<file path="src/rtl/calc_pkg.sv">
// calc_pkg: shared types and constants for the calc_seq_p calculator.
// Holds the FSM state enum, status codes, keypad commands and a pow10 helper.
package calc_pkg;

    typedef enum logic [2:0] {
        S_ENTRY_A = 3'd0,
        S_OPSEL   = 3'd1,
        S_ENTRY_B = 3'd2,
        S_COMPUTE = 3'd3,
        S_SHOW    = 3'd4,
        S_ERROR   = 3'd5
    } calc_state_t;

    localparam logic [1:0] ST_ERR   = 2'b00;
    localparam logic [1:0] ST_BUSY  = 2'b01;
    localparam logic [1:0] ST_READY = 2'b10;

    localparam logic [3:0] CMD_ADD = 4'd10;
    localparam logic [3:0] CMD_SUB = 4'd11;
    localparam logic [3:0] CMD_MUL = 4'd12;
    localparam logic [3:0] CMD_DIV = 4'd13;
    localparam logic [3:0] CMD_EQ  = 4'd14;
    localparam logic [3:0] CMD_BS  = 4'd15;

    function automatic logic [63:0] pow10(input int n);
        logic [63:0] p;
        p = 64'd1;
        for (int i = 0; i < n; i++) p = p * 64'd10;
        return p;
    endfunction

endpackage

</file>
<file path="src/rtl/calc_seq_p_if.sv">
// calc_seq_p_if: keypad command handshake plus display/status bundle.
// master = keypad/display side, slave = calculator.
interface calc_seq_p_if;
    logic [3:0] cmd;
    logic       cmd_valid;
    logic       cmd_ready;
    logic [1:0] status;
    logic [3:0] data;
    logic [3:0] pos;
    logic       data_valid;
    logic [2:0] state;

    modport master (
        output cmd, cmd_valid,
        input  cmd_ready, status, data, pos, data_valid, state
    );

    modport slave (
        input  cmd, cmd_valid,
        output cmd_ready, status, data, pos, data_valid, state
    );
endinterface

</file>
<file path="src/rtl/calc_bcd_scan.sv">
// calc_bcd_scan: loads a binary value and emits NDIG BCD beats, LSD first.
// done is high in the cycle after the last beat, while data_valid drops.
module calc_bcd_scan #(
    parameter int NDIG  = 8,
    parameter int WIDTH = 27
) (
    input  logic             clock,
    input  logic             reset,
    input  logic             load,
    input  logic [WIDTH-1:0] value,
    output logic [3:0]       data,
    output logic [3:0]       pos,
    output logic             data_valid,
    output logic             done
);
    localparam int CW = $clog2(NDIG + 1);

    logic [WIDTH-1:0] shadow;
    logic [CW-1:0]    cnt;
    logic             active;

    assign done = active && (cnt == CW'(NDIG));

    always_ff @(posedge clock or posedge reset) begin
        if (reset) begin
            shadow     <= '0;
            cnt        <= '0;
            active     <= 1'b0;
            data       <= '0;
            pos        <= '0;
            data_valid <= 1'b0;
        end else if (load) begin
            shadow     <= value;
            cnt        <= '0;
            active     <= 1'b1;
            data_valid <= 1'b0;
        end else if (done) begin
            active     <= 1'b0;
            data_valid <= 1'b0;
        end else if (active) begin
            data       <= 4'(shadow % WIDTH'(10));
            pos        <= 4'(cnt);
            data_valid <= 1'b1;
            shadow     <= shadow / WIDTH'(10);
            cnt        <= cnt + 1'b1;
        end
    end
endmodule

</file>
<file path="src/rtl/calc_seq_p.sv">
// calc_seq_p: keypad-driven decimal calculator with shift-add multiply.
// Define CALC_DIV_EN to build the restoring divider for command 13.
module calc_seq_p
    import calc_pkg::*;
#(
    parameter int NDIG    = 8,
    parameter int WIDTH   = 27,
    parameter int MUL_CYC = WIDTH
) (
    input  logic        clock,
    input  logic        reset,
    calc_seq_p_if.slave bus
);
    localparam logic [WIDTH-1:0] MAXV = WIDTH'(pow10(NDIG) - 64'd1);
    localparam logic [WIDTH-1:0] FULL = WIDTH'(pow10(NDIG - 1));
    localparam int CW = $clog2(MUL_CYC + 1);

    calc_state_t        st, c_st;
    logic [1:0]         status;
    logic [WIDTH-1:0]   a, b, acc, c_acc;
    logic [3:0]         op;
    logic [2*WIDTH-1:0] prod, mcand, pnext;
    logic [WIDTH-1:0]   mpl;
    logic [CW-1:0]      ccnt;
    logic               take, is_dig, is_op, op_bad, div0;
    logic               c_lda, c_ldop, c_ldb, c_err;
    logic               r_done, r_err, scan_ld, scan_done;
    logic [WIDTH-1:0]   dval, shift_in, acc_bs, r_val, scan_val;
    logic [WIDTH:0]     sum;

    assign take      = bus.cmd_valid && bus.cmd_ready;
    assign is_dig    = bus.cmd <= 4'd9;
    assign is_op     = bus.cmd >= CMD_ADD && bus.cmd <= CMD_DIV;
    assign dval      = WIDTH'(bus.cmd);
    assign shift_in  = (acc >= FULL) ? acc : (acc << 3) + (acc << 1) + dval;
    assign acc_bs    = acc / WIDTH'(10);
    assign sum       = {1'b0, a} + {1'b0, b};
    assign pnext     = prod + (mpl[0] ? mcand : '0);

`ifdef CALC_DIV_EN
    logic [WIDTH-1:0] rem, quo, qnext, rnext;
    logic [WIDTH:0]   rsh;

    assign op_bad = 1'b0;
    assign div0   = (op == CMD_DIV) && (acc == '0);
    assign rsh    = {rem, quo[WIDTH-1]};

    always_comb begin
        qnext = {quo[WIDTH-2:0], 1'b0};
        rnext = rsh[WIDTH-1:0];
        if (rsh >= {1'b0, b}) begin
            qnext = {quo[WIDTH-2:0], 1'b1};
            rnext = WIDTH'(rsh - {1'b0, b});
        end
    end

    always_ff @(posedge clock or posedge reset) begin
        if (reset) begin
            rem <= '0;
            quo <= '0;
        end else if (take && c_ldb) begin
            rem <= '0;
            quo <= a;
        end else if (st == S_COMPUTE) begin
            rem <= rnext;
            quo <= qnext;
        end
    end
`else
    assign op_bad = bus.cmd == CMD_DIV;
    assign div0   = 1'b0;
`endif

    // Command decode: what an accepted keypress does in each state.
    always_comb begin
        c_st   = st;
        c_acc  = acc;
        c_lda  = 1'b0;
        c_ldop = 1'b0;
        c_ldb  = 1'b0;
        c_err  = 1'b0;
        unique case (st)
            S_ENTRY_A, S_ENTRY_B: begin
                unique case (1'b1)
                    is_dig:            c_acc = shift_in;
                    bus.cmd == CMD_BS: c_acc = acc_bs;
                    bus.cmd == CMD_EQ: begin
                        if (st == S_ENTRY_B) begin
                            c_ldb = 1'b1;
                            c_st  = S_COMPUTE;
                            c_err = div0;
                        end
                    end
                    default: begin
                        if (st == S_ENTRY_B || op_bad) begin
                            c_err = 1'b1;
                        end else begin
                            c_lda  = 1'b1;
                            c_ldop = 1'b1;
                            c_acc  = '0;
                            c_st   = S_OPSEL;
                        end
                    end
                endcase
            end
            S_OPSEL: begin
                unique case (1'b1)
                    is_dig: begin
                        c_acc = dval;
                        c_st  = S_ENTRY_B;
                    end
                    is_op: begin
                        c_ldop = 1'b1;
                        c_err  = op_bad;
                    end
                    default: ;
                endcase
            end
            S_SHOW: begin
                unique case (1'b1)
                    is_dig: begin
                        c_acc = dval;
                        c_st  = S_ENTRY_A;
                    end
                    is_op: begin
                        c_err  = op_bad;
                        c_lda  = 1'b1;
                        c_ldop = 1'b1;
                        c_acc  = '0;
                        c_st   = S_OPSEL;
                    end
                    bus.cmd == CMD_BS: begin
                        c_acc = acc_bs;
                        c_st  = S_ENTRY_A;
                    end
                    default: ;
                endcase
            end
            default: ;
        endcase
    end

    always_comb begin
        r_done = 1'b0;
        r_err  = 1'b0;
        r_val  = '0;
        if (st == S_COMPUTE) begin
            unique case (1'b1)
                op == CMD_ADD: begin
                    r_done = 1'b1;
                    r_err  = sum > {1'b0, MAXV};
                    r_val  = sum[WIDTH-1:0];
                end
                op == CMD_SUB: begin
                    r_done = 1'b1;
                    r_err  = a < b;
                    r_val  = a - b;
                end
                op == CMD_MUL: begin
                    r_done = ccnt == CW'(MUL_CYC - 1);
                    r_err  = pnext > {{WIDTH{1'b0}}, MAXV};
                    r_val  = pnext[WIDTH-1:0];
                end
`ifdef CALC_DIV_EN
                op == CMD_DIV: begin
                    r_done = ccnt == CW'(WIDTH - 1);
                    r_val  = qnext;
                end
`endif
                default: ;
            endcase
        end
    end

    assign scan_ld  = (take && !c_err && c_st != S_COMPUTE) || (r_done && !r_err);
    assign scan_val = take ? c_acc : r_val;

    always_ff @(posedge clock or posedge reset) begin
        if (reset) begin
            st     <= S_ENTRY_A;
            status <= ST_READY;
            a      <= '0;
            b      <= '0;
            acc    <= '0;
            op     <= '0;
            prod   <= '0;
            mcand  <= '0;
            mpl    <= '0;
            ccnt   <= '0;
        end else if (take) begin
            st     <= c_err ? S_ERROR : c_st;
            status <= c_err ? ST_ERR : ST_BUSY;
            acc    <= c_acc;
            if (c_lda) a <= acc;
            if (c_ldop) op <= bus.cmd;
            if (c_ldb) begin
                b     <= acc;
                mpl   <= acc;
                mcand <= {{WIDTH{1'b0}}, a};
                prod  <= '0;
                ccnt  <= '0;
            end
        end else if (r_done) begin
            st     <= r_err ? S_ERROR : S_SHOW;
            status <= r_err ? ST_ERR : ST_BUSY;
            if (!r_err) acc <= r_val;
        end else if (st == S_COMPUTE) begin
            prod  <= pnext;
            mcand <= mcand << 1;
            mpl   <= mpl >> 1;
            ccnt  <= ccnt + 1'b1;
        end else if (scan_done) begin
            status <= ST_READY;
        end
    end

    calc_bcd_scan #(
        .NDIG (NDIG),
        .WIDTH(WIDTH)
    ) u_scan (
        .clock     (clock),
        .reset     (reset),
        .load      (scan_ld),
        .value     (scan_val),
        .data      (bus.data),
        .pos       (bus.pos),
        .data_valid(bus.data_valid),
        .done      (scan_done)
    );

    assign bus.status    = status;
    assign bus.cmd_ready = status == ST_READY;
    assign bus.state     = st;
endmodule
</file>
<file path="src/flat_wrapper.sv">
// flat-port wrapper written by rule: the top's interface ports become plain ports
module calc_seq_p_flat import calc_pkg::*;
#(
    parameter int NDIG    = 8,
    parameter int WIDTH   = 27,
    parameter int MUL_CYC = WIDTH
)
  (clock, reset, bus_cmd, bus_cmd_valid, bus_cmd_ready, bus_status, bus_data, bus_pos, bus_data_valid, bus_state);
  calc_seq_p_if bus_i ();
  input  logic clock;
  input  logic reset;
  input wire logic [$bits(bus_i.cmd)-1:0] bus_cmd;
  input wire logic [$bits(bus_i.cmd_valid)-1:0] bus_cmd_valid;
  output wire logic [$bits(bus_i.cmd_ready)-1:0] bus_cmd_ready;
  output wire logic [$bits(bus_i.status)-1:0] bus_status;
  output wire logic [$bits(bus_i.data)-1:0] bus_data;
  output wire logic [$bits(bus_i.pos)-1:0] bus_pos;
  output wire logic [$bits(bus_i.data_valid)-1:0] bus_data_valid;
  output wire logic [$bits(bus_i.state)-1:0] bus_state;
  assign bus_i.cmd = bus_cmd;
  assign bus_i.cmd_valid = bus_cmd_valid;
  assign bus_cmd_ready = bus_i.cmd_ready;
  assign bus_status = bus_i.status;
  assign bus_data = bus_i.data;
  assign bus_pos = bus_i.pos;
  assign bus_data_valid = bus_i.data_valid;
  assign bus_state = bus_i.state;
  calc_seq_p #(.NDIG(NDIG), .WIDTH(WIDTH), .MUL_CYC(MUL_CYC)) u_core (.clock(clock), .reset(reset), .bus(bus_i));
endmodule
</file>
<file path="config.mk">
export PLATFORM = sky130hd
export DESIGN_NAME = calc_seq_p_flat
export DESIGN_NICKNAME = d
export VERILOG_FILES = /design/src/rtl/calc_pkg.sv /design/src/rtl/calc_seq_p_if.sv /design/src/rtl/calc_bcd_scan.sv /design/src/rtl/calc_seq_p.sv /design/src/flat_wrapper.sv
export SDC_FILE = /design/constraint.sdc
export NUM_CORES = 1
export LEC_CHECK = 0
export ABC_AREA = 1
export ABC_CLOCK_PERIOD_IN_PS = 22100
export BUFFER_PORTS_ARGS = -buffer_cell sky130_fd_sc_hd__buf_2
export CORE_ASPECT_RATIO = 1.1
export CORE_UTILIZATION = 38
export DETAILED_ROUTE_END_ITERATION = 16
export HOLD_SLACK_MARGIN = 0.15
export PLACE_DENSITY_LB_ADDON = 0.25
export SYNTH_ARGS = -nofsm -noshare
export SYNTH_HDL_FRONTEND = slang
export SYNTH_SLANG_ARGS = --single-unit
</file>
<file path="constraint.sdc">
create_clock -name clock -period 22.1 [get_ports clock]
set_clock_uncertainty 0.2 [all_clocks]
set_input_delay 2.21 -clock clock [delete_from_list [all_inputs] [get_ports clock]]
set_output_delay 2.21 -clock clock [all_outputs]
set_load 0.02 [all_outputs]
</file>
## Yosys cells after proc, flatten, opt, wreduce, memory -nomap -nowiden

Cells that the tools add are included.

| word-level totals | value |
|---|---|
| register bits after elaboration | 271 |
| bits of input ports | 7 |
| output and inout port bits | 15 |
| logic and storage cells | 156 |

| operators by class | value |
|---|---|
| add/subtract/negate cells | 7 |
| div/mod/pow operators | 3 |
| magnitude comparators | 7 |
| equal/unequal tests | 19 |
| mux-type cells | 72 |
| bitwise logic cells | 2 |
| reduce and logical (&&, ||, !) cells | 30 |

Operators by type and width:

| kind | count |
|---|---|
| 54-bit 2-to-1 mux | 9 |
| 27-bit 2-to-1 mux | 15 |
| 27-bit one-hot mux with 3 select lines | 4 |
| 54-bit adder | 1 |
| 27-bit by 4-bit divider with 27-bit output (second input constant) | 2 |
| 54-bit by 27-bit greater-than comparator with 1-bit output (second input constant) | 1 |
| 27-bit by 27-bit adder with 28-bit output | 1 |
| 4-bit == test (second input constant) | 7 |
| 28-bit by 27-bit greater-than comparator with 1-bit output (second input constant) | 1 |
| 27-bit adder | 1 |
| 27-bit by 4-bit adder with 27-bit output | 1 |
| 27-bit by 24-bit greater-or-equal comparator with 1-bit output (second input constant) | 1 |
| 27-bit < comparator | 1 |
| 27-bit by 4-bit modulo with 27-bit output (second input constant) | 1 |
| 27-bit subtractor | 1 |
| 5-bit 2-to-1 mux | 4 |
| 1-bit 2-to-1 mux | 19 |
| 3-bit 2-to-1 mux | 6 |
| 4-bit 2-to-1 mux | 3 |
| 3-bit one-hot mux with 2 select lines | 2 |
| 2-bit AND reduction | 6 |
| 3-bit one-hot mux with 3 select lines | 1 |
| 4-bit <= comparator (second input constant) | 2 |
| 2-bit 2-to-1 mux | 4 |
| 24 further kinds | 46 |

## Depth between registers and ports, before layout

Gate-level depths: netlist (run 1).

| depth | value |
|---|---|
| depth in word-level cells | 11 |
| depth in mapped cells | 120 |
| mapped depth without buffers | 120 |

## Modules after synthesis

From an unflattened synthesis (run 1), not the netlist that was laid out.

| second synthesis, totals | value |
|---|---|
| cell total of the unflattened synthesis | 3232 |
| area total of the unflattened synthesis | 22552.9 µm² |

Modules (own cells, without submodules):

| module | times used | cells an instance | area each (µm²) | sequential area each (µm²) |
|---|---|---|---|---|
| calc_seq_p | 1 | 2623 | 18620.4 | 5756.8 |
| calc_bcd_scan | 1 | 609 | 3932.5 | 1026.0 |

## Least setup slack after synthesis (run 1)

No wires, ideal clock.

| timing | value |
|---|---|
| kind | register -> register |
| start | reg u_core.u_scan.shadow[25] |
| end | reg u_core.u_scan.data[1] |
| setup time | 121 ps |
| data arrival time | 8110 ps |
| data required time | 21779 ps |
| slack | 13669 ps |
| cell stages (with the launch flop) | 111 |
| buffers on the path | 0 |
| clock period less this slack | 8431 ps |
| cells stage by stage | dfrtp_1 > clkinv_2 > a21oi_2 > nand2_1 > nand3_2 > nand2_2 > o21ai_2 > nand2_1 > xor2_1 > nor2_2 > nor2_2 > nor2_2 > nor2_2 > nand2_2 > nand2_2 > nand2_2 > nand2_1 > nand3_2 > (+75 left out) > nand2_2 > nand2_2 > nand2_2 > inv_2 > nand2_4 > nand2_4 > nand2_2 > nand3_2 > nand3_2 > nand2_1 > nand2_1 > ha_1 > inv_1 > nand3_2 > nand3_2 > nand2_2 > nand2_1 > o21ai_1 |

| between the ends | value |
|---|---|
| word-level cells in the longest chain between the ends | 1 |

Ends and longest elaborated chain:

| element | line | RTL |
|---|---|---|
| start: declaration | calc_bcd_scan.sv:18 | `logic [WIDTH-1:0] shadow;` |
| start signal: assignment | calc_bcd_scan.sv:33 | `shadow <= value;` |
| start signal: assignment | calc_bcd_scan.sv:44 | `shadow <= shadow / WIDTH'(10);` |
| 27-bit by 4-bit modulo with 27-bit output | calc_bcd_scan.sv:41 | `data <= 4'(shadow % WIDTH'(10));` |
| end signal: assignment | calc_bcd_scan.sv:41 |  |
| end: declaration | calc_bcd_scan.sv:11 | `output logic [3:0] data,` |

Every way passes these cells.
A chain may end at the register's enable or synchronous reset.

## Worst setup path after layout (run 1)

| timing | value |
|---|---|
| start | reg u_core.acc[23] |
| end | reg u_core.u_scan.shadow[0] |

| between the ends | value |
|---|---|
| word-level cells in the longest chain between the ends | 6 |
| elaborated cells between the ends (all ways) | 8 |
| classes of those cells | div: 1; order compare: 1; mux: 6 |

Ends and longest elaborated chain:

| element | line | RTL |
|---|---|---|
| start: declaration | calc_seq_p.sv:20 | `logic [WIDTH-1:0] a, b, acc, c_acc;` |
| start signal: assignment | calc_seq_p.sv:206 | `if (!r_err) acc <= r_val;` |
| branches (longest 3 deep; another with 27-bit by 4-bit divider with 27-bit output) | -- |  |
| 27-bit one-hot mux with 3 select lines * | calc_seq_p.sv:82 | `unique case (st)` |
| 27-bit 2-to-1 mux * | calc_seq_p.sv:176 | `assign scan_val = take ? c_acc : r_val;` |
| 27-bit 2-to-1 mux * | calc_bcd_scan.sv:32 | `end else if (load) begin` |

Mark *: on every way between the ends.

==> run_results.csv, run 1 <==
group,metric,value,unit
final_layout,mostFrequentLayoutCells,"nand2_1, inv_1, dfrtp_1",
final_layout,n_fill_cell,6214,
clock_tree,clock_path_buffers,3,
clock_tree,cts_buffers,35,
sta,finalHoldViolCount,0,
setup_path,worstPathRequired,22390,ps
route,drt-pass1-iter-count,5,
logic_synthesis,syn_area_per_cell,7.008,µm²
logic_synthesis,synth_nets,3428,
global_routing,grt_use_total,20.95,%
route,drt_iter0_markers,1191,
setup_path,cpMostUsedCell,"nand2_2",
floorplan,die-width,235.6,µm
floorplan,fp.dieH,259.0,µm
clock_tree,clk_latency,570,ps
global_routing,top_usage_layer,"met2",
logic_synthesis,synthArstFlopShare,100.0,%
global_routing,grt_overflow,0,
setup_path,crit_path_start_kind,"flip-flop",
min_path,holdPathStages,1,
route,wl_per_cell,15.71,µm
clock_tree,cts_resized,0,
placed_design,dp_hpwl,45770,µm
global_routing,grtUsageMet1,27.39,%
clock_tree,clock_sinks,271,
placed_design,io_buffers,21,
global_routing,grt_pass1_wl,104800,µm
logic_synthesis,syn_area,22820,µm²
flow_run,max-cap-violations,0,
clock_tree,cts-root-buf,"clkbuf_16",
floorplan,pin_count,22,
global_routing,met3_usage,2.658,%
setup_path,worstPathArrival,10010,ps
logic_synthesis,synth_edf_count,0,
status,outcome,"completed",
setup_path,cp_slowest_stage_delay,630,ps
final_layout,area_delta_synth_final,8.527,%
sta,fin_crit,9720,ps
logic_synthesis,ys_ff_latch,271,
logic_synthesis,yosysWarnings,0,
floorplan,fp.coreArea,59000,µm²
clock_tree,ctsHoldBuffers,0,
sta,tns,0,ps
route,detail-route-antenna-nets,0,
final_layout,register_area,6784,µm²
global_routing,first_global_vias,20770,
global_routing,grtUsageMet2,36.12,%
sta,setup_viol,0,
logic_synthesis,synthCells,3256,
setup_path,reg2regPathDepth,96,
clock_tree,cts_tree,"yes",
setup_path,worstReg2RegStart,"u_core.acc[23]",
setup_path,crit_fanout,13,
placed_design,place_congestion,0.9074,
setup_path,worstSetupEndpointType,"flip-flop",
final_layout,final_layout_size_suffix_gt1_share,13.10,%
sta,slew_headroom,21.10,%
setup_path,slowest_stage,"dfrtp_1",
logic_synthesis,synth.distinct_cells,68,
setup_path,crit_type,"reg2reg",
final_layout,fin_util,41.98,%
global_routing,grt_antenna_before_repair,1,
clock_tree,cts_setup_buffers,0,
setup_path,r2r_end,"u_core.u_scan.shadow[0]",
min_path,worstHoldStart,"u_core.ccnt[4]",
final_layout,multi_input_area,13920,µm²
sta,max_freq,102.9,MHz
setup_path,r2r_slack,12380,ps
final_layout,final_common_cell,"nand2_1",
floorplan,die-area,61030,µm²
floorplan,start_util,38.68,%
min_path,min_delay_worst_endpoint,"u_core.ccnt[4]",
logic_synthesis,synth_flop_cell,"dfrtp_1",
clock_tree,h-tree-depth,2,
logic_synthesis,yosysSeqAreaShare,29.73,%
min_path,hold_path_class,"reg2reg",
route,wl,63160,µm
route,vias_per_cell,5.228,
sta,rsz0062_at_grt,"no",
route,vias,21023,
final_layout,nets,3408,
route,route.detailed.drc,0,
floorplan,num_rows,93,
sta,worst_pin_slew,1169,ps
global_routing,grt_max_degree,161,
sta,finalCritPeriodShare,43.98,%
sta,slew_viol_final,0,
clock_tree,clk_pin_slew,60,ps
==> cells by family (layout without fill, tap and decap cells) <==
family | after synthesis | count (layout) | share of synthesized area (%)
xor gates and xnor gates | 96 | 96 | 3.745
DFF | 271 | 271 | 29.73
and+or+nand+nor | 1461 | 1461 | 29.88
AOI/OAI and AO/OA | 709 | 709 | 17.93
buffers and inverters | 554 | 558 | 9.514
other | 0 | 1 | 0
adders and majority gates | 165 | 165 | 9.212
==> layer usage <==
layer  up-vias  wire [µm]
li1      10735          -
met1      9874      29470
met2       316      29780
met3        96       2471
met4         2       1416
met5         -         13
==> metrics by stage <==
stage          hold WS [ps]  cell area [µm²]  setup slack (ps)  cells
6_report              259.5            24760             12380   4021
5_1_grt               278.8            24760             11140   4020
4_1_cts               264.2            24760             12390   4020
3_5_place_dp          256.0            23660             12440   3959
3_3_place_gp          242.9            23660             12400   3959
2_1_floorplan         222.9            22820             12220   3256
==> synthesized netlist by cell type (58+ instances only) <==
cell,instances,area (µm²)
nor2_1,173,649.4
a31oi_1,58,362.9
inv_1,378,1419
a21oi_1,203,1016
inv_2,64,240.2
clkbuf_1,77,289.0
nand3_1,195,975.9
o21ai_0,266,1331
nand2_2,148,925.9
ha_1,160,2002
xor2_1,69,604.3
nand2_1,788,2958
dfrtp_1,270,6756
==> worst max path at each step <==
stage                                        start                       to  slack, ps
after detailed placement             u_core.mpl[0]    u_core.u_scan.data[1]      12440
after global placement               u_core.mpl[0]    u_core.u_scan.data[1]      12400
after floorplan                              reset              u_core.a[0]      12220
after CTS                            u_core.mpl[0]    u_core.u_scan.data[1]      12390
after global routing      u_core.u_scan.shadow[26]    u_core.u_scan.data[2]      11140
final                               u_core.acc[23]  u_core.u_scan.shadow[0]      12380
==> critical path, delay by kind of cell (launching register included) <==
family	cells	cell delay [ps]
flip-flops	1	630
AND/OR/NAND/NOR	87	7700
AO/OA/AOI/OAI	2	430
buffers and inverters	7	630
==> flip-flops by register name, summed over array words and instances, names as in the netlist <==
signal	count
u_core.mcand	54
u_core.mpl	27
u_core.u_scan.data	4
u_core.prod	54
u_core.u_scan.cnt	4
u_core.u_scan.pos	4
u_core.b	27
u_core.u_scan.active	1
u_core.u_scan.data_valid	1
u_core.bus.status	2
u_core.op	4
u_core.a	27
u_core.acc	27
u_core.u_scan.shadow	27
u_core.ccnt	5
u_core.bus.state	3
==> layout make-up <==
| cell class | instances | share of cell area, % |
|---|---|---|
| inverter | 458 | 7.048 |
| clock buffer | 52 | 4.123 |
| sequential | 271 | 27.39 |
| timing repair buffer | 39 | 1.021 |
| tap | 760 | 3.840 |
| clock inverter | 9 | 0.3436 |
| multi-input combinational | 2431 | 56.22 |
| antenna | 1 | 0.01011 |
Power of run 1 is not shown: default switching activity piles up to over one toggle a cycle in this logic, so the estimate is an artifact.
==> run 2, diff against run 1 <==
ABC_CLOCK_PERIOD_IN_PS = 10150   (was 22100)
clock period = 10.15 ns   (was 22.1 ns; I/O delays follow)
==> run_results.csv, run 2 (synthesis results as in run 1) <==
group,metric,value,unit
sta,setup_slack,847.7,ps
floorplan,fp.dieH,259.0,µm
route,vias,21287,
status,outcome,"completed",
floorplan,num_rows,93,
placed_design,place_congestion,0.8877,
setup_path,r2r_slack,850,ps
sta,finalCritPeriodShare,91.65,%
setup_path,cpMostUsedCell,"nand2_2",
setup_path,critPathBufInv,15,
global_routing,grt_use_total,21.09,%
route,wl_per_cell,15.85,µm
clock_tree,clk_pin_slew,60,ps
placed_design,preCtsSetupSlack,682.8,ps
final_layout,mostFrequentLayoutCells,"nand2_1, inv_1, o21ai_0",
min_path,min_delay_worst_endpoint,"u_core.u_scan.data[1]",
floorplan,die-area,61030,µm²
setup_path,r2r_end,"u_core.u_scan.data[2]",
floorplan,pin_count,22,
setup_path,worstSetupEndpointType,"flip-flop",
min_path,hold_path_class,"reg2reg",
sta,slew_viol_final,0,
clock_tree,ctsHoldBuffers,0,
global_routing,grt_max_degree,102,
setup_path,crit_family,"simple AND/OR/NAND/NOR gates",
setup_path,crit_path_start_kind,"flip-flop",
setup_path,worstPathRequired,10410,ps
setup_path,crit_type,"reg2reg",
placed_design,io_buffers,21,
route,drt-met1-wl,29430,µm
route,highest_layer,"met5",
global_routing,grt_overflow,0,
setup_path,worstPathArrival,9560,ps
route,drt-pass1-iter-count,5,
global_routing,first_global_vias,20818,
final_layout,final_layout_size_suffix_gt1_share,16.55,%
setup_path,slowest_stage,"dfrtp_1",
clock_tree,cts-root-buf,"clkbuf_16",
route,dr_wl_met2,30810,µm
setup_path,worstReg2RegStart,"u_core.u_scan.shadow[24]",
placed_design,dp_hpwl,45990,µm
sta,tns,0,ps
route,wl_met3,2745,µm
sta,fin_crit,9302,ps
clock_tree,h-tree-depth,2,
final_layout,reg_top3,"u_core.mcand (54), u_core.prod (54)",
route,vias_per_cell,5.234,
final_layout,nets,3451,
clock_tree,cts_buffers,36,
sta,setup_viol,0,
final_layout,area_delta_synth_final,12.71,%
setup_path,cp_slowest_stage_delay,360,ps
sta,max_freq,107.5,MHz
sta,finalHoldViolCount,0,
floorplan,fp.coreArea,59000,µm²
clock_tree,clk_latency,570,ps
clock_tree,clock_sinks,271,
sta,holdWs,268.9,ps
clock_tree,cts_tree,"yes",
route,detail-route-antenna-nets,0,
sta,worst_pin_slew,1004,ps
route,route.detailed.drc,0,
setup_path,reg2regPathDepth,111,
route,wl,64480,µm
global_routing,grt_pass1_wl,105600,µm
floorplan,die-width,235.6,µm
setup_path,crit_fanout,5,
flow_run,max-cap-violations,0,
sta,slew_headroom,32.24,%
min_path,holdPathStages,1,
route,drt_iter0_markers,1028,
min_path,worstHoldStart,"u_core.u_scan.shadow[1]",
floorplan,start_util,38.68,%
final_layout,final_common_cell,"nand2_1",
clock_tree,clock_path_buffers,3,
global_routing,grt_antenna_before_repair,3,
-- run 2: cell count changes in the layout (fill, tap and decap cells not counted), moves of 4 or more --
cell	delta
dfrtp_1	-4
bufinv_16	+4
nand2_1	-31
o21ai_1	-5
nand2_4	+24
clkbuf_1	-7
nand3_1	-17
nand2_2	+7
buf_4	+41
dfrtp_2	+4
nand3_4	+11
nand3_2	+6
-- run 2: how the worst max path moves through the flow --
stage	startpoint	end	slack [ps]	cells after the start
finish	u_core.u_scan.shadow[24]	u_core.u_scan.data[2]	850	111
global route	u_core.u_scan.shadow[24]	u_core.u_scan.shadow[0]	-100	109
CTS	u_core.acc[23]	u_core.acc[0]	650	98
detailed placement	u_core.acc[23]	u_core.u_scan.shadow[0]	680	95
global placement	u_core.acc[23]	u_core.u_scan.shadow[0]	770	99
floorplan	reset	u_core.a[0]	1470	1
-- run 2: cell type report --
class	instances	area (µm²)
Clock inverter	16	217.7
Inverter	458	1757
Timing Repair Buffer	81	565.5
Clock buffer	49	1061
Sequential cell	271	6789
Multi-Input combinational cell	2431	14380
Antenna cell	1	2.502
Tap cell	760	950.9
Fill cell	6055	33280
-- run 2: stage by stage --
stage                     utilization [%]  instance area, µm²  cells
after global routing                43.59               25720   4067
after CTS                           42.36               24990   4033
after detailed placement            40.19               23710   3968
after floorplan                         -               22820   3256
final                               43.59               25720   4067
after global placement              40.19               23710   3968
-- run 2: per-layer routing --
layer | global-route usage (%) | up-vias
met5 | 0 | -
met4 | 6.100 | 4
met3 | 2.563 | 104
met2 | 36.74 | 391
met1 | 27.33 | 9958
li1 | - | 10830
-- run 2: timing repair --
| item | 4_1_cts | 5_1_grt |
|---|---|---|
| gates resized for setup | 0 | 110 |
| buffers inserted | 0 | 33 |
| endpoints found under the setup margin | 0 | 8 |
Power of run 2 is left out for the same reason.
==> run 3, diff against run 2 <==
ABC_AREA = 0   (was 1)
==> run_results.csv, run 3 <==
group,metric,value,unit
setup_path,reg2regPathDepth,39,
setup_path,cp.depth,39,
sta,slew_headroom,26.32,%
logic_synthesis,yosysSeqAreaShare,26.05,%
logic_synthesis,synth_top_family_by_area,"compound AO/OA/AOI/OAI gates",
global_routing,grt_max_degree,163,
final_layout,mostFrequentLayoutCells,"nand2_1, o21ai_0, dfrtp_1",
global_routing,grt_pass1_wl,125400,µm
final_layout,area_delta_synth_final,15.76,%
logic_synthesis,synth_flop_cell,"dfrtp_1",
logic_synthesis,ys_ff_latch,271,
setup_path,crit_type,"reg2reg",
logic_synthesis,syn_area_per_cell,8.008,µm²
setup_path,crit_family,"compound AO/OA/AOI/OAI gates",
global_routing,first_global_vias,23253,
route,route.detailed.drc,0,
clock_tree,clk_latency,570,ps
clock_tree,clk_pin_slew,60,ps
flow_run,max-cap-violations,0,
setup_path,r2r_slack,220,ps
logic_synthesis,yosysTopAreaCellShare,25.95,%
min_path,hold_path_class,"reg2reg",
floorplan,num_rows,100,
clock_tree,cts-root-buf,"clkbuf_16",
setup_path,worstReg2RegStart,"u_core.u_scan.shadow[25]",
logic_synthesis,synth_edf_count,0,
placed_design,io_buffers,21,
logic_synthesis,ys_top_cells_by_count,"nand2_1, o21ai_0, dfrtp_1, a21oi_1, nor2_1",
sta,slew_viol_final,0,
global_routing,grt_overflow,0,
placed_design,dp_hpwl,54560,µm
final_layout,nets,3490,
setup_path,worstPathArrival,10180,ps
global_routing,grt_antenna_before_repair,3,
floorplan,start_util,38.46,%
final_layout,reg_top3,"u_core.mcand (54), u_core.prod (54)",
logic_synthesis,yosysWarnings,0,
floorplan,pin_count,22,
logic_synthesis,synthAdderAreaFrac,8.190,%
route,wl_per_cell,18.53,µm
setup_path,critPathBufInv,4,
logic_synthesis,synthArstFlopShare,100.0,%
sta,max_freq,100.7,MHz
logic_synthesis,yosys.area_share.simple,19.94,%
setup_path,cp_slowest_stage_delay,640,ps
setup_path,r2r_end,"u_core.u_scan.data[3]",
logic_synthesis,synth.distinct_cells,141,
clock_tree,cts_buffers,38,
min_path,worstHoldStart,"u_core.mcand[29]",
setup_path,crit_path_start_kind,"flip-flop",
logic_synthesis,synthCells,3251,
clock_tree,clock_path_buffers,3,
floorplan,fp.dieH,276.5,µm
route,drt_iter0_markers,1710,
final_layout,fin_util,44.52,%
route,vias_per_cell,5.792,
route,vias,24687,
setup_path,crit_path_end,"u_core.u_scan.data[3]",
sta,finalHoldViolCount,0,
clock_tree,h-tree-depth,2,
clock_tree,cts_tree,"yes",
logic_synthesis,synth_compound_area_share,27.98,%
logic_synthesis,synth_nets,3423,
setup_path,slowest_stage,"a2111oi_4",
logic_synthesis,ys_top_cells_by_area,"dfrtp_1, ha_1, o21ai_0, nand2_1, a21oi_1",
final_layout,final_common_cell,"nand2_1",
logic_synthesis,syn_area,26030,µm²
logic_synthesis,synth-xor-area-share,5.042,%
floorplan,die-area,69560,µm²
sta,worst_pin_slew,1096,ps
clock_tree,clock_sinks,271,
setup_path,cpMostUsedCell,"buf_4",
setup_path,worstSetupEndpointType,"flip-flop",
floorplan,die-width,251.6,µm
logic_synthesis,synth_area_leader_cell,"dfrtp_1",
logic_synthesis,synth.most_common_cell,"nand2_1",
final_layout,diodes,0,
route,drt-pass1-iter-count,8,
status,outcome,"completed",
route,detail-route-antenna-nets,0,
setup_path,startpoint,"u_core.u_scan.shadow[25]",
global_routing,grt_use_total,21.83,%
placed_design,place_congestion,0.9298,
sta,finalCritPeriodShare,97.83,%
setup_path,crit_fanout,8,
final_layout,n_fill_cell,6763,
floorplan,fp.coreArea,67690,µm²
route,wl,78980,µm
sta,setup_viol,0,
logic_synthesis,synth_mux_area_share,6.253,%
clock_tree,ctsHoldBuffers,0,
final_layout,final_layout_size_suffix_gt1_share,17.40,%
sta,fin_crit,9929,ps
setup_path,worstPathRequired,10400,ps
-- run 3: changes by cell type after synthesis, sizes merged, moves of 39 or more --
cell / delta
nand2: -627
inv: -296
mux2i: +100
nand3: -94
xnor2: +85
clkbuf: +72
and2: +68
buf: +53
mux2: +53
nor3: +50
o21bai: +49
a21oi: +39
-- run 3: logic make-up (layout without fill, tap and decap cells) --
kind of cell,count (synthesis),after routing
DFF,271,271
muxes,154,155
AOI/OAI and AO/OA,1072,1072
xor gates and xnor gates,149,149
and+or+nand+nor,1060,1062
adders and majority gates,168,168
buffers and inverters,377,467
-- run 3: worst reg2reg max path, delay by kind of cell, from the launching register on --
kind	cells	cell delay, ps
AOI/OAI and AO/OA	22	5680
and+or+nand+nor	10	2200
buffers and inverters	4	670
muxes	2	560
DFF	1	450
xor gates and xnor gates	1	80
-- run 3: layer usage --
metal	GRT usage [%]	wire (µm)	vias up
li1	-	-	12133
met1	29.68	36200	11873
met5	0	40	-
met3	2.796	3548	118
met4	6.176	2009	6
met2	36.04	37180	557
-- run 3: what timing repair did --
| item | in CTS | in global routing |
|---|---|---|
| endpoints found under the setup margin | 4 | 12 |
| pin swaps | 2 | 61 |
| gates cloned | 0 | 3 |
| gates resized for setup | 6 | 180 |
| setup buffers | 1 | 51 |
-- run 3: layout make-up --
cell class,instances,area [µm²],share of cell area (%)
repair buffers,249,1868,6.199
flip-flops and latches,271,6793,22.54
clock inverters,12,140.1,0.4650
inverters,152,578.1,1.918
well taps,918,1149,3.812
clock buffers,54,1101,3.654
multi-input cells,2606,18510,61.41
-- run 3: worst min-delay path by stage --
stage | cells after the start | endpoint | slack [ps]
after CTS | 2 | u_core.mcand[30] | 260
after global placement | 2 | u_core.mpl[3] | 260
after global routing | 2 | u_core.mpl[3] | 300
final | 2 | u_core.mcand[30] | 270
after floorplan | 2 | u_core.mpl[10] | 250
after detailed placement | 2 | u_core.mpl[1] | 270
-- run 3: per-stage QoR --
step | area (µm²) | setup TNS [ps] | setup WS, ps | cells | hold WS, ps
4_1_cts | 28850 | 0 | 16.69 | 4210 | 259.1
3_3_place_gp | 27580 | -81.57 | -48.44 | 4143 | 261.1
6_report | 30130 | 0 | 220.6 | 4262 | 265.6
2_1_floorplan | 26030 | 0 | 675.6 | 3251 | 249.6
5_1_grt | 30130 | -415.1 | -144.0 | 4262 | 300.9
3_5_place_dp | 27580 | -245.7 | -114.4 | 4143 | 269.8
Power of run 3 is left out for the same reason.
